<file path="src/rtl/i2c_target_receiver.sv">
// I2C target receive front end.
// Synchronizes the raw SCL/SDA pins and detects START/STOP. Shifts in the
// address byte and write-data bytes and drives ACK on SDA. Each completed
// write byte is presented with a one-cycle strobe. Matched read transactions
// are only flagged; a downstream transmitter handles their data phase.
module i2c_target_receiver #(
  parameter logic [6:0] ADDR = 7'h2A
) (
  input  logic       clk,
  input  logic       reset,
  input  logic       scl_in,
  input  logic       sda_in,
  output logic       sda_oe,
  output logic [7:0] byte_out,
  output logic       byte_valid,
  output logic       addr_match,
  output logic       rd_active,
  output logic       start_seen,
  output logic       stop_seen,
  output logic       busy
);

  typedef enum logic [2:0] {
    S_IDLE,
    S_ADDR,
    S_ADDR_ACK,
    S_WRITE,
    S_WRITE_ACK,
    S_READ,
    S_IGNORE
  } state_t;

  // Bit 1 is SCL, bit 0 is SDA.
  logic [1:0] pin_raw;
  logic [1:0] pin_s;
  logic [1:0] pin_p;

  assign pin_raw = {scl_in, sda_in};

  genvar gi;
  generate
    for (gi = 0; gi < 2; gi = gi + 1) begin : g_sync
      logic meta_reg;
      logic sync_reg;
      logic prev_reg;

      // Two-flop synchronizer plus one history flop. All three reset high,
      // matching an idle bus, so that reset release creates no false edge.
      always_ff @(posedge clk) begin
        if (reset) begin
          meta_reg <= 1'b1;
          sync_reg <= 1'b1;
          prev_reg <= 1'b1;
        end else begin
          meta_reg <= pin_raw[gi];
          sync_reg <= meta_reg;
          prev_reg <= sync_reg;
        end
      end

      assign pin_s[gi] = sync_reg;
      assign pin_p[gi] = prev_reg;
    end
  endgenerate

  logic scl_s, scl_p, sda_s, sda_p;
  assign scl_s = pin_s[1];
  assign scl_p = pin_p[1];
  assign sda_s = pin_s[0];
  assign sda_p = pin_p[0];

  logic scl_rise, scl_fall, start_ev, stop_ev;
  assign scl_rise = scl_s & ~scl_p;
  assign scl_fall = ~scl_s & scl_p;
  assign start_ev = scl_s & scl_p & sda_p & ~sda_s;
  assign stop_ev  = scl_s & scl_p & ~sda_p & sda_s;

  state_t     state_reg, state_next;
  logic [2:0] bit_cnt_reg, bit_cnt_next;
  logic [7:0] shift_reg, shift_next;
  logic       rw_reg, rw_next;
  logic       sda_oe_reg, sda_oe_next;
  logic [7:0] byte_out_reg, byte_out_next;
  logic       byte_valid_reg, byte_valid_next;
  logic       addr_match_reg, addr_match_next;
  logic       rd_active_reg, rd_active_next;
  logic       start_seen_reg, start_seen_next;
  logic       stop_seen_reg, stop_seen_next;
  logic       busy_reg, busy_next;

  // The byte as it will look once the bit sampled on this rise is shifted in.
  logic [7:0] shift_in;
  assign shift_in = {shift_reg[6:0], sda_s};

  // Next-state and next-output logic; START wins over STOP and over SCL edges.
  always_comb begin
    state_next      = state_reg;
    bit_cnt_next    = bit_cnt_reg;
    shift_next      = shift_reg;
    rw_next         = rw_reg;
    sda_oe_next     = sda_oe_reg;
    byte_out_next   = byte_out_reg;
    byte_valid_next = 1'b0;
    addr_match_next = addr_match_reg;
    rd_active_next  = rd_active_reg;
    start_seen_next = 1'b0;
    stop_seen_next  = 1'b0;
    busy_next       = busy_reg;

    if (start_ev) begin
      state_next      = S_ADDR;
      bit_cnt_next    = 3'd0;
      sda_oe_next     = 1'b0;
      addr_match_next = 1'b0;
      rd_active_next  = 1'b0;
      busy_next       = 1'b1;
      start_seen_next = 1'b1;
    end else if (stop_ev) begin
      state_next      = S_IDLE;
      sda_oe_next     = 1'b0;
      addr_match_next = 1'b0;
      rd_active_next  = 1'b0;
      busy_next       = 1'b0;
      stop_seen_next  = 1'b1;
    end else begin
      case (state_reg)
        S_ADDR: begin
          if (scl_rise) begin
            shift_next = shift_in;
            if (bit_cnt_reg == 3'd7) begin
              bit_cnt_next = 3'd0;
              if (shift_in[7:1] == ADDR) begin
                state_next      = S_ADDR_ACK;
                addr_match_next = 1'b1;
                rw_next         = shift_in[0];
              end else begin
                state_next = S_IGNORE;
              end
            end else begin
              bit_cnt_next = bit_cnt_reg + 3'd1;
            end
          end
        end

        // sda_oe doubles as the ACK phase marker: the first fall starts
        // driving, the fall that ends the ACK clock releases the line.
        S_ADDR_ACK, S_WRITE_ACK: begin
          if (scl_fall) begin
            if (!sda_oe_reg) begin
              sda_oe_next = 1'b1;
            end else begin
              sda_oe_next  = 1'b0;
              bit_cnt_next = 3'd0;
              if (state_reg == S_ADDR_ACK && rw_reg) begin
                state_next     = S_READ;
                rd_active_next = 1'b1;
              end else begin
                state_next = S_WRITE;
              end
            end
          end
        end

        S_WRITE: begin
          if (scl_rise) begin
            shift_next = shift_in;
            if (bit_cnt_reg == 3'd7) begin
              bit_cnt_next    = 3'd0;
              byte_out_next   = shift_in;
              byte_valid_next = 1'b1;
              state_next      = S_WRITE_ACK;
            end else begin
              bit_cnt_next = bit_cnt_reg + 3'd1;
            end
          end
        end

        default: begin
          // IDLE, READ and IGNORE wait for START or STOP only.
        end
      endcase
    end
  end

  // State and output registers.
  always_ff @(posedge clk) begin
    if (reset) begin
      state_reg      <= S_IDLE;
      bit_cnt_reg    <= 3'd0;
      shift_reg      <= 8'h00;
      rw_reg         <= 1'b0;
      sda_oe_reg     <= 1'b0;
      byte_out_reg   <= 8'h00;
      byte_valid_reg <= 1'b0;
      addr_match_reg <= 1'b0;
      rd_active_reg  <= 1'b0;
      start_seen_reg <= 1'b0;
      stop_seen_reg  <= 1'b0;
      busy_reg       <= 1'b0;
    end else begin
      state_reg      <= state_next;
      bit_cnt_reg    <= bit_cnt_next;
      shift_reg      <= shift_next;
      rw_reg         <= rw_next;
      sda_oe_reg     <= sda_oe_next;
      byte_out_reg   <= byte_out_next;
      byte_valid_reg <= byte_valid_next;
      addr_match_reg <= addr_match_next;
      rd_active_reg  <= rd_active_next;
      start_seen_reg <= start_seen_next;
      stop_seen_reg  <= stop_seen_next;
      busy_reg       <= busy_next;
    end
  end

  assign sda_oe     = sda_oe_reg;
  assign byte_out   = byte_out_reg;
  assign byte_valid = byte_valid_reg;
  assign addr_match = addr_match_reg;
  assign rd_active  = rd_active_reg;
  assign start_seen = start_seen_reg;
  assign stop_seen  = stop_seen_reg;
  assign busy       = busy_reg;

endmodule

</file>
<file path="config.mk">
export PLATFORM = sky130hd
export DESIGN_NAME = i2c_target_receiver
export DESIGN_NICKNAME = d
export VERILOG_FILES = /design/src/rtl/i2c_target_receiver.sv
export SDC_FILE = /design/constraint.sdc
export NUM_CORES = 1
export LEC_CHECK = 0
export ABC_AREA = 1
export BUFFER_PORTS_ARGS = -buffer_cell sky130_fd_sc_hd__buf_2
export CAP_MARGIN = 20
export CORE_ASPECT_RATIO = 0.9
export CORE_MARGIN = 5
export CORE_UTILIZATION = 60
export CTS_CLUSTER_DIAMETER = 60
export CTS_CLUSTER_SIZE = 16
export DETAILED_ROUTE_END_ITERATION = 10
export PLACE_DENSITY = 0.81
export SLEW_MARGIN = 10
export SYNTH_ARGS = -nofsm -noshare
export SYNTH_HDL_FRONTEND = slang
export SYNTH_SLANG_ARGS = --single-unit
</file>
<file path="constraint.sdc">
create_clock -name clk -period 2.1 [get_ports clk]
set_input_delay 0.42 -clock clk [delete_from_list [all_inputs] [get_ports clk]]
set_output_delay 0.42 -clock clk [all_outputs]
set_load 0.005 [all_outputs]
</file>
==> results of run 1 <==
==> cells in the mapped netlist, types with 2 or more instances <==
library cell / count / area share (%)
dfxtp_1: 35 / 47
nand2_1: 28 / 7.1
nor2_1: 27 / 6.9
a21oi_1: 19 / 6.4
inv_1: 18 / 4.6
o21ai_0: 14 / 4.7
inv_2: 6 / 1.5
nand2_2: 6 / 2.5
nand2_4: 4 / 3.0
nand3_1: 4 / 1.4
or2_2: 4 / 1.7
o21ai_1: 3 / 1.0
clkbuf_1: 2 / 0.51
ha_1: 2 / 1.7
nand3_2: 2 / 1.4
nand4_1: 2 / 0.85
nor2_2: 2 / 0.85
nor2_4: 2 / 1.5
nor3_1: 2 / 0.68
==> layout by cell type, fill, tap and decap left out, types with 3 or more instances in the layout <==
cell type / netlist / routed
a21oi_1: 19 / 19
buf_2: 1 / 18
clkbuf_4: 0 / 5
dfxtp_1: 35 / 35
inv_1: 18 / 18
inv_2: 6 / 6
nand2_1: 28 / 28
nand2_2: 6 / 6
nand2_4: 4 / 4
nand3_1: 4 / 4
nor2_1: 27 / 27
o21ai_0: 14 / 14
o21ai_1: 3 / 3
or2_2: 4 / 4
==> power groups by stage <==
stage,Clock [mW],Combinational [mW],Sequential [mW]
after floorplan,0,0.339,0.749
after global placement,0,0.375,0.754
after detailed placement,0,0.390,0.757
after CTS,0.530,0.393,0.742
after global routing,0.558,0.446,0.748
final,0.523,0.394,0.742
==> per-stage QoR <==
step                      setup slack (ns)  std cells
after floorplan                      0.807        189
final                                0.601        239
after CTS                            0.584        239
after global routing                 0.365        239
after detailed placement             0.662        231
after global placement               0.711        231
==> worst min-delay path by stage <==
stage / start / end / slack [ns] / depth (start not counted)
floorplan: g_sync[0].meta_reg / g_sync[0].sync_reg / 0.39 / 1
global placement: g_sync[0].meta_reg / g_sync[0].sync_reg / 0.39 / 1
detailed placement: g_sync[0].meta_reg / g_sync[0].sync_reg / 0.40 / 1
CTS: scl_in / g_sync[1].meta_reg / 0.24 / 2
global route: scl_in / g_sync[1].meta_reg / 0.23 / 2
finish: scl_in / g_sync[1].meta_reg / 0.24 / 2
==> area by class of cell <==
cell class	instances	area [sq um]	area share, %
clock inverter	2	38.8	2.32
inverter	25	96.3	5.77
timing repair buffer	18	90.1	5.40
tap	28	35.0	2.10
multi-input combinational	125	657	39.4
clock buffer	6	51.3	3.07
sequential	35	701	42.0
==> metal layers <==
metal	vias to the layer above	GRT usage (%)	share of wire, %
met4	0	8.18	1.8
met1	563	21.8	46
li1	646	-	-
met2	39	28.7	46
met3	7	5.12	6.0
met5	-	0	0
==> logic make-up (layout without fill, tap and decap cells) <==
group / count (synthesis) / in the layout / share of synthesized area, %
AO/OA/AOI/OAI: 36 / 36 / 12.2
adder cells (fa/ha/maj): 2 / 2 / 1.69
buffers and inverters: 29 / 51 / 8.13
flip-flops: 35 / 35 / 47.4
AND/OR/NAND/NOR: 87 / 87 / 30.6
==> impl_metrics.ini, run 1 <==
[status]
outcome = completed

[synth]
synth_edf_count = 0
synth_cells = 189
synth_area_sq_mm = 0.00148
ys_seq_elements = 35
syn_area_per_cell_sq_um = 7.82
synth_cell_types = 26
syn-num-nets = 195
ys_seq_area_share_pct = 47.4
synth_warnings = 0
ys.flop_type = dfxtp_1
async_flop_share_pct = 0

[timing]
setup_violations = 0
finClkSkew_ns = 0.00566
tightest_slew_ns = 0.344
fin_crit_sh_pct = 71.4
period_minus_slack_ns = 1.50
hold_violations = 0
timing.final.max_slew_violations = 0
finalSetupTns_ns = 0
timing.hold.ws_ns = 0.243
rsz0062_at_grt = no
fmax_mhz = 667
slew-limit-headroom_pct = 76.9

[grt]
grt_pass1_wl_um = 5010
grt-ovfl-total = 0
antenna_found_initial = 0
grt_max_degree = 20
grt_pass1_vias = 1166
track_usage_pct = 17.7

[placed_design]
hpwl_um = 2170
placed_cell_area_sq_mm = 0.00158
gp_congestion = 0.848
io_buffers = 18

[layout]
fin_util_pct = 69.4
nets = 216
post-route-cell-area_sq_mm = 0.00167
nFillCells = 195
largest_reg_flops = 8
antenna_cells = 0
final_layout_size_suffix_gt1_share_pct = 25.6
area_delta_synth_final_pct = 13.0

[setup_path]
cp.arrival_ns = 1.75
cp-end-kind = flop
cp_slowest_cell = dfxtp_1
cp_max_fo = 11
reg2reg_depth = 7
worst-setup-path-type = flop to flop
crit_path_start = state_reg[0]
crit_buf_inv = 1
cpMostUsedCell = nand2_1
endpoint = rw_reg
path_cells = inv_2 -> nor2_4 -> nand2_1 -> nor3_1 -> nand3_1 -> nand2_1 -> nor2_1
r2r_setup_slack_ns = 0.60
r2r-end = rw_reg
crit_family = simple AND/OR/NAND/NOR gates
startpoint_type = flop
critPathMaxStageDelay_ns = 0.34
worstReg2RegStart = state_reg[0]
critical_path_required_ns = 2.35
worst-path-stages = 7

[drt]
drc_errors = 0
vias_per_cell = 5.25
wl_um = 2980
wl_per_cell_um = 12.5
drt_iter0_drc = 56
vias = 1255
dr.pass1.iters = 5
ant_nets = 0

[clock_tree]
cts-root-buf = clkbuf_4
clkSinkCount = 35
numCtsBuffers = 5
clkTransAtPathRegs_ns = 0.11
hold_buffers = 0
cts_max_level = 2
clk_latency_ns = 0.35
clockBufferDepth = 2
cts.repair.resized = 0
post_cts_buffers = 0
cts_tree = built

[die]
start_util_pct = 61.5
core_sq_mm = 0.00240
dieHeight_um = 57.1
dieWidth_um = 62.3
die-area_sq_mm = 0.00356
fp-row-count = 17
io_pins = 19

[power_and_ir_drop]
pwr-share-comb_pct = 23.7
p_int_mw = 1.12
swShare_pct = 32.2
power_switching_uw = 535
p_leak_nw = 0.776
power_mw = 1.66
power-per-cell-area_mw_per_mm2 = 994
power_frac_seq_pct = 44.7
ir_worst_vdd_v = 0.000694
pwr-share-clk_pct = 31.5

[run]
cap_violations = 0

[worst_hold_path]
min_path_type = primary input to flop
Power figures use the tool's default switching activity.
==> run 2: changes to the inputs <==
--- a/config.mk
+++ b/config.mk
@@ -5,16 +5,16 @@
 export SDC_FILE = /design/constraint.sdc
 export NUM_CORES = 1
 export LEC_CHECK = 0
-export ABC_AREA = 1
+export ABC_AREA = 0
 export BUFFER_PORTS_ARGS = -buffer_cell sky130_fd_sc_hd__buf_2
 export CAP_MARGIN = 20
 export CORE_ASPECT_RATIO = 0.9
 export CORE_MARGIN = 5
-export CORE_UTILIZATION = 60
+export CORE_UTILIZATION = 50
 export CTS_CLUSTER_DIAMETER = 60
 export CTS_CLUSTER_SIZE = 16
 export DETAILED_ROUTE_END_ITERATION = 10
-export PLACE_DENSITY = 0.81
+export PLACE_DENSITY = 0.72
 export SLEW_MARGIN = 10
 export SYNTH_ARGS = -nofsm -noshare
 export SYNTH_HDL_FRONTEND = slang
==> constraint.sdc (replaced) <==
create_clock -name clk -period 1.35 [get_ports clk]
set_input_delay 0.27 -clock clk [delete_from_list [all_inputs] [get_ports clk]]
set_output_delay 0.27 -clock clk [all_outputs]
set_load 0.005 [all_outputs]
==> run 2 against run 1 <==
Effect of this change: the run now ends with setup timing left; highest routed layer unchanged; sequential share of layout area is 4.7 points lower; critical path type unchanged; sequential power rose by 42%; die area is 13% higher; total power up 12%; setup slack got worse by 0.76 ns; sequential cell count stayed put; worst hold slack worse by 0.13 ns; area after synthesis is 3.6% lower; non-clock buffer count rose by 24; first-iteration DRC count down 45%; fmax shrank 0.73%; clock-buffer cell count down 1.
==> impl_metrics.ini, run 2 <==
[grt]
antenna_found_initial = 0
grt_pass1_wl_um = 4630
grt_pass1_vias = 1067
grt_max_degree = 25
track_usage_pct = 15.5
grt-ovfl-total = 0

[setup_path]
cp-end-kind = flop
cp_slowest_cell = or3_4
path_cells = ha_4 -> ha_4 -> or2b_1 -> or3_4 -> a21oi_2
critPathMaxStageDelay_ns = 0.38
startpoint_type = flop
cp_max_fo = 3
cp.arrival_ns = 1.77
critical_path_required_ns = 1.61
r2r_setup_slack_ns = -0.16
cpMostUsedCell = ha_4
crit_buf_inv = 0
crit_family = simple AND/OR/NAND/NOR gates
worst-setup-path-type = flop to flop

[die]
fp-row-count = 18
die-area_sq_mm = 0.00402
core_sq_mm = 0.00275
dieHeight_um = 60.6
start_util_pct = 51.8
io_pins = 19
dieWidth_um = 66.3

[timing]
fin_crit_sh_pct = 112
setup_violations = 4
period_minus_slack_ns = 1.51
fmax_mhz = 662
tightest_slew_ns = 0.472
setup_ws_ns = -0.160
timing.hold.ws_ns = 0.111
rsz0062_at_grt = yes
hold_violations = 0
timing.final.max_slew_violations = 0
slew-limit-headroom_pct = 68.4
finClkSkew_ns = 0.00929

[status]
violations = setup timing
outcome = complete, but fails checks

[placed_design]
hpwl_um = 2060
gp_congestion = 0.818
place_ws_ns = -0.126
io_buffers = 18

[clock_tree]
clockBufferDepth = 2
numCtsBuffers = 5
cts-root-buf = clkbuf_4
clkTransAtPathRegs_ns = 0.11
cts_max_level = 2
hold_buffers = 0
clk_latency_ns = 0.33
clkSinkCount = 35
cts_tree = built

[synth]
ys_seq_area_share_pct = 49.2
syn_area_per_cell_sq_um = 10.0
ys.flop_type = dfxtp_1
synth.most_common_cell = dfxtp_1
ys_top_cells_by_count = dfxtp_1, nor2_1, mux2i_1, a21oi_1
ys_seq_elements = 35
synth_cell_types = 40
synth_top_area_share_pct = 49.2
syn-num-nets = 148
synth_area_leader_cell = dfxtp_1
synth.top_cells.by_area = dfxtp_1, mux2i_1, nor2_1
synth_edf_count = 0
async_flop_share_pct = 0
synth_cells = 142
synth_area_sq_mm = 0.00142
synth_warnings = 0

[run]
cap_violations = 0

[layout]
largest_reg_flops = 8
final_common_cell = dfxtp_1
most-common-layout-cells = dfxtp_1, nor2_1, buf_4
ff_latch_area_sq_um = 709
nFillCells = 228
multi_input_area_sq_um = 759
area_delta_synth_final_pct = 33.5
antenna_cells = 0
final_layout_size_suffix_gt1_share_pct = 44.0
nets = 188

[drt]
wl_um = 2990
drc_errors = 0
vias_per_cell = 5.20
dr.pass1.iters = 4
ant_nets = 0
vias = 1155
drt_iter0_drc = 31
wl_per_cell_um = 13.4

[power_and_ir_drop]
power_mw = 1.86
power-per-cell-area_mw_per_mm2 = 978
ir_worst_vdd_v = 0.000732
p_leak_nw = 0.812

[worst_hold_path]
min_path_type = primary input to flop
==> run 2: cells by family after synthesis <==
kind of cell             Yosys count  share of synthesized area (%)
AO/OA/AOI/OAI                     20                           10.2
XOR/XNOR                           3                           1.85
adder cells (fa/ha/maj)            2                           1.76
buffers and inverters              9                           4.48
flip-flops                        35                           49.2
multiplexers                      15                           10.5
AND/OR/NAND/NOR                   58                           22.0
==> run 2: report_power, final <==
group / switching (mW) / internal (mW)
Sequential: 0.00898 / 1.04
Combinational: 0.0470 / 0.0423
Clock: 0.336 / 0.380
==> run 2: final cells by class <==
class                   instances  share of cell area [%]
multi-input cells              98                    40.0
flip-flops and latches         35                    37.3
repair buffers                 42                    16.1
well taps                      40                    2.63
clock buffers                   5                    1.97
clock inverters                 2                    1.97
==> run 2: timing repair <==
item	in CTS	in global routing
setup buffers	0	1
pin swaps	3	6
endpoints found under the hold margin	0	0
resized for setup	8	17
endpoints found under the setup margin	5	23
==> run 2: metal layers <==
layer,wire length (um),up-vias,global-route usage [%]
met4,53,0,7.54
met2,1410,30,25.0
met5,0,-,0
met3,134,7,5.00
met1,1380,549,18.8
li1,-,569,-
==> run 2: final timing paths <==
check | start | end | cells after the start
hold / removal | sda_in | g_sync[0].meta_reg | 2
setup / recovery | bit_cnt_reg[1] | bit_cnt_reg[0] | 5
hold reg to reg | g_sync[1].meta_reg | g_sync[1].sync_reg | 1
setup reg to reg | bit_cnt_reg[1] | bit_cnt_reg[0] | 5
==> run 2: per-stage QoR <==
stage	instances	instance area (sq um)	setup TNS [ns]	util, %
6_report	222	1900	-0.356	69.2
5_1_grt	222	1900	-1.22	69.2
4_1_cts	222	1820	-0.196	66.3
3_5_place_dp	215	1720	-0.144	62.6
3_3_place_gp	215	1720	-0.0508	62.6
2_1_floorplan	142	1440	-0.581	-
==> run 3: changes to the inputs <==
--- a/config.mk
+++ b/config.mk
@@ -10,11 +10,11 @@
 export CAP_MARGIN = 20
 export CORE_ASPECT_RATIO = 0.9
 export CORE_MARGIN = 5
-export CORE_UTILIZATION = 50
+export CORE_UTILIZATION = 47
 export CTS_CLUSTER_DIAMETER = 60
 export CTS_CLUSTER_SIZE = 16
 export DETAILED_ROUTE_END_ITERATION = 10
-export PLACE_DENSITY = 0.72
+export PLACE_DENSITY = 0.69
 export SLEW_MARGIN = 10
 export SYNTH_ARGS = -nofsm -noshare
 export SYNTH_HDL_FRONTEND = slang
==> run 3 against run 2 <==
Effect of this change: the flow still finishes with violations (setup timing); clock skew grew 0.0036 ns; combinational power grew 2%; die area grew 5.4%; setup slack gained 0.042 ns; first-iteration DRC count grew 77%; core utilization shrank 4.6 points; global-route usage grew 0.10 points; sequential share of layout area shrank 0.72 points; clock power grew 29%; critical path depth is the same; design area grew 1.8%; total power grew 11%.
==> impl_metrics.ini, run 3 (same netlist as run 2, synthesis figures left out) <==
[status]
outcome = complete, but fails checks
violations = setup timing

[clock_tree]
clkTransAtPathRegs_ns = 0.11
cts_tree = built
clk_latency_ns = 0.33
hold_buffers = 0
cts_max_level = 2
clkSinkCount = 35
numCtsBuffers = 5
cts-root-buf = clkbuf_4
clockBufferDepth = 2

[power_and_ir_drop]
p_leak_nw = 0.858
power-per-cell-area_mw_per_mm2 = 1070
pwr-share-clk_pct = 44.7
pwr-share-comb_pct = 4.4
swShare_pct = 19.5
p_int_mw = 1.67
power_frac_seq_pct = 50.9
ir_worst_vdd_v = 0.000810
power_switching_uw = 403

[die]
core_sq_mm = 0.00300
dieWidth_um = 68.0
dieHeight_um = 62.2
fp-row-count = 19
io_pins = 19
start_util_pct = 47.5
die-area_sq_mm = 0.00423

[setup_path]
cp_max_fo = 3
worst-setup-path-type = flop to flop
r2r_setup_slack_ns = -0.12
cp-end-kind = flop
cp.arrival_ns = 1.74
startpoint_type = flop
critical_path_required_ns = 1.62

[layout]
nets = 194
fin_util_pct = 64.6
instances_no_fill = 231
antenna_cells = 0
largest_reg_flops = 8
final_common_cell = dfxtp_1
area_delta_synth_final_pct = 35.9
nFillCells = 254
final_layout_size_suffix_gt1_share_pct = 45.0
most-common-layout-cells = dfxtp_1, buf_4, nor2_1
post-route-cell-area_sq_mm = 0.00193

[drt]
wl_per_cell_um = 13.3
vias_per_cell = 5.02
drt_iter0_drc = 55
ant_nets = 0
drc_errors = 0
vias = 1159
dr.pass1.iters = 4
wl_um = 3060

[placed_design]
hpwl_um = 2180
io_buffers = 18
placed_cell_area_sq_mm = 0.00174
placed_cells = 219
place_ws_ns = -0.0970
gp_congestion = 0.805

[timing]
timing.final.max_slew_violations = 0
hold_violations = 0
fin_crit_sh_pct = 109
slew-limit-headroom_pct = 78.4
rsz0062_at_grt = yes
finalSetupTns_ns = -0.821
setup_ws_ns = -0.118
tightest_slew_ns = 0.323
period_minus_slack_ns = 1.47
finClkSkew_ns = 0.0129
fmax_mhz = 681
setup_violations = 12

[grt]
grt_pass1_wl_um = 5130
grt_use_met2_pct = 22.9
top_usage_layer = met2
grt_max_degree = 20
track_usage_pct = 15.6
gr-usage-met3_pct = 4.32
grt_pass1_vias = 1174
antenna_found_initial = 0
use_met1_pct = 20.7
grt-ovfl-total = 0

[worst_hold_path]
min_path_type = primary input to flop

[run]
cap_violations = 0
[run 3: final cells by class]
class,instances,area (sq um),area share [%]
Clock buffer,6,41.3,2.13
Clock inverter,2,60.1,3.10
Multi-Input combinational cell,98,724,37.5
Sequential cell,35,708,36.6
Tap cell,42,52.6,2.72
Timing Repair Buffer,48,348,18.0
[run 3: worst max-delay path: stages (launching register included)]
cell     delay (ns)
dfxtp_2        0.36
ha_4           0.16
ha_4           0.16
or2b_1         0.23
or3_4          0.37
a21oi_2        0.13
[run 3: stage by stage]
step / hold slack (ns) / power [mW]
2_1_floorplan: 0.374 / 1.13
3_3_place_gp: 0.393 / 1.16
3_5_place_dp: 0.397 / 1.16
4_1_cts: 0.109 / 2.09
5_1_grt: 0.115 / 2.15
6_report: 0.124 / 2.07
[run 3: metal layers]
| metal | wire length [um] | share of wire [%] |
|---|---|---|
| met1 | 1410 | 46 |
| met2 | 1460 | 48 |
| met3 | 118 | 3.9 |
| met4 | 72 | 2.4 |
| met5 | 0 | 0 |
[run 3: final timing paths]
kind | from | end | cells after the start
min | scl_in | g_sync[1].meta_reg | 2
max | bit_cnt_reg[1] | bit_cnt_reg[0] | 5
min reg2reg | g_sync[0].meta_reg | g_sync[0].sync_reg | 1
max reg2reg | bit_cnt_reg[1] | bit_cnt_reg[0] | 5
[run 3: timing repair]
action / in CTS / in global routing
gates resized for setup: 7 / 12
cloned: 0 / 0
buffers inserted: 2 / 2
pin swaps: 7 / 7
setup endpoints to repair: 4 / 20
[run 3: power by group through the flow]
stage                     logic, mW  clock network, mW  registers (mW)
after floorplan              0.0523                  0            1.07
after global placement       0.0796                  0            1.08
after detailed placement     0.0821                  0            1.08
after CTS                    0.0830              0.951            1.05
after global routing         0.0999              0.990            1.06
final                        0.0907              0.926            1.05
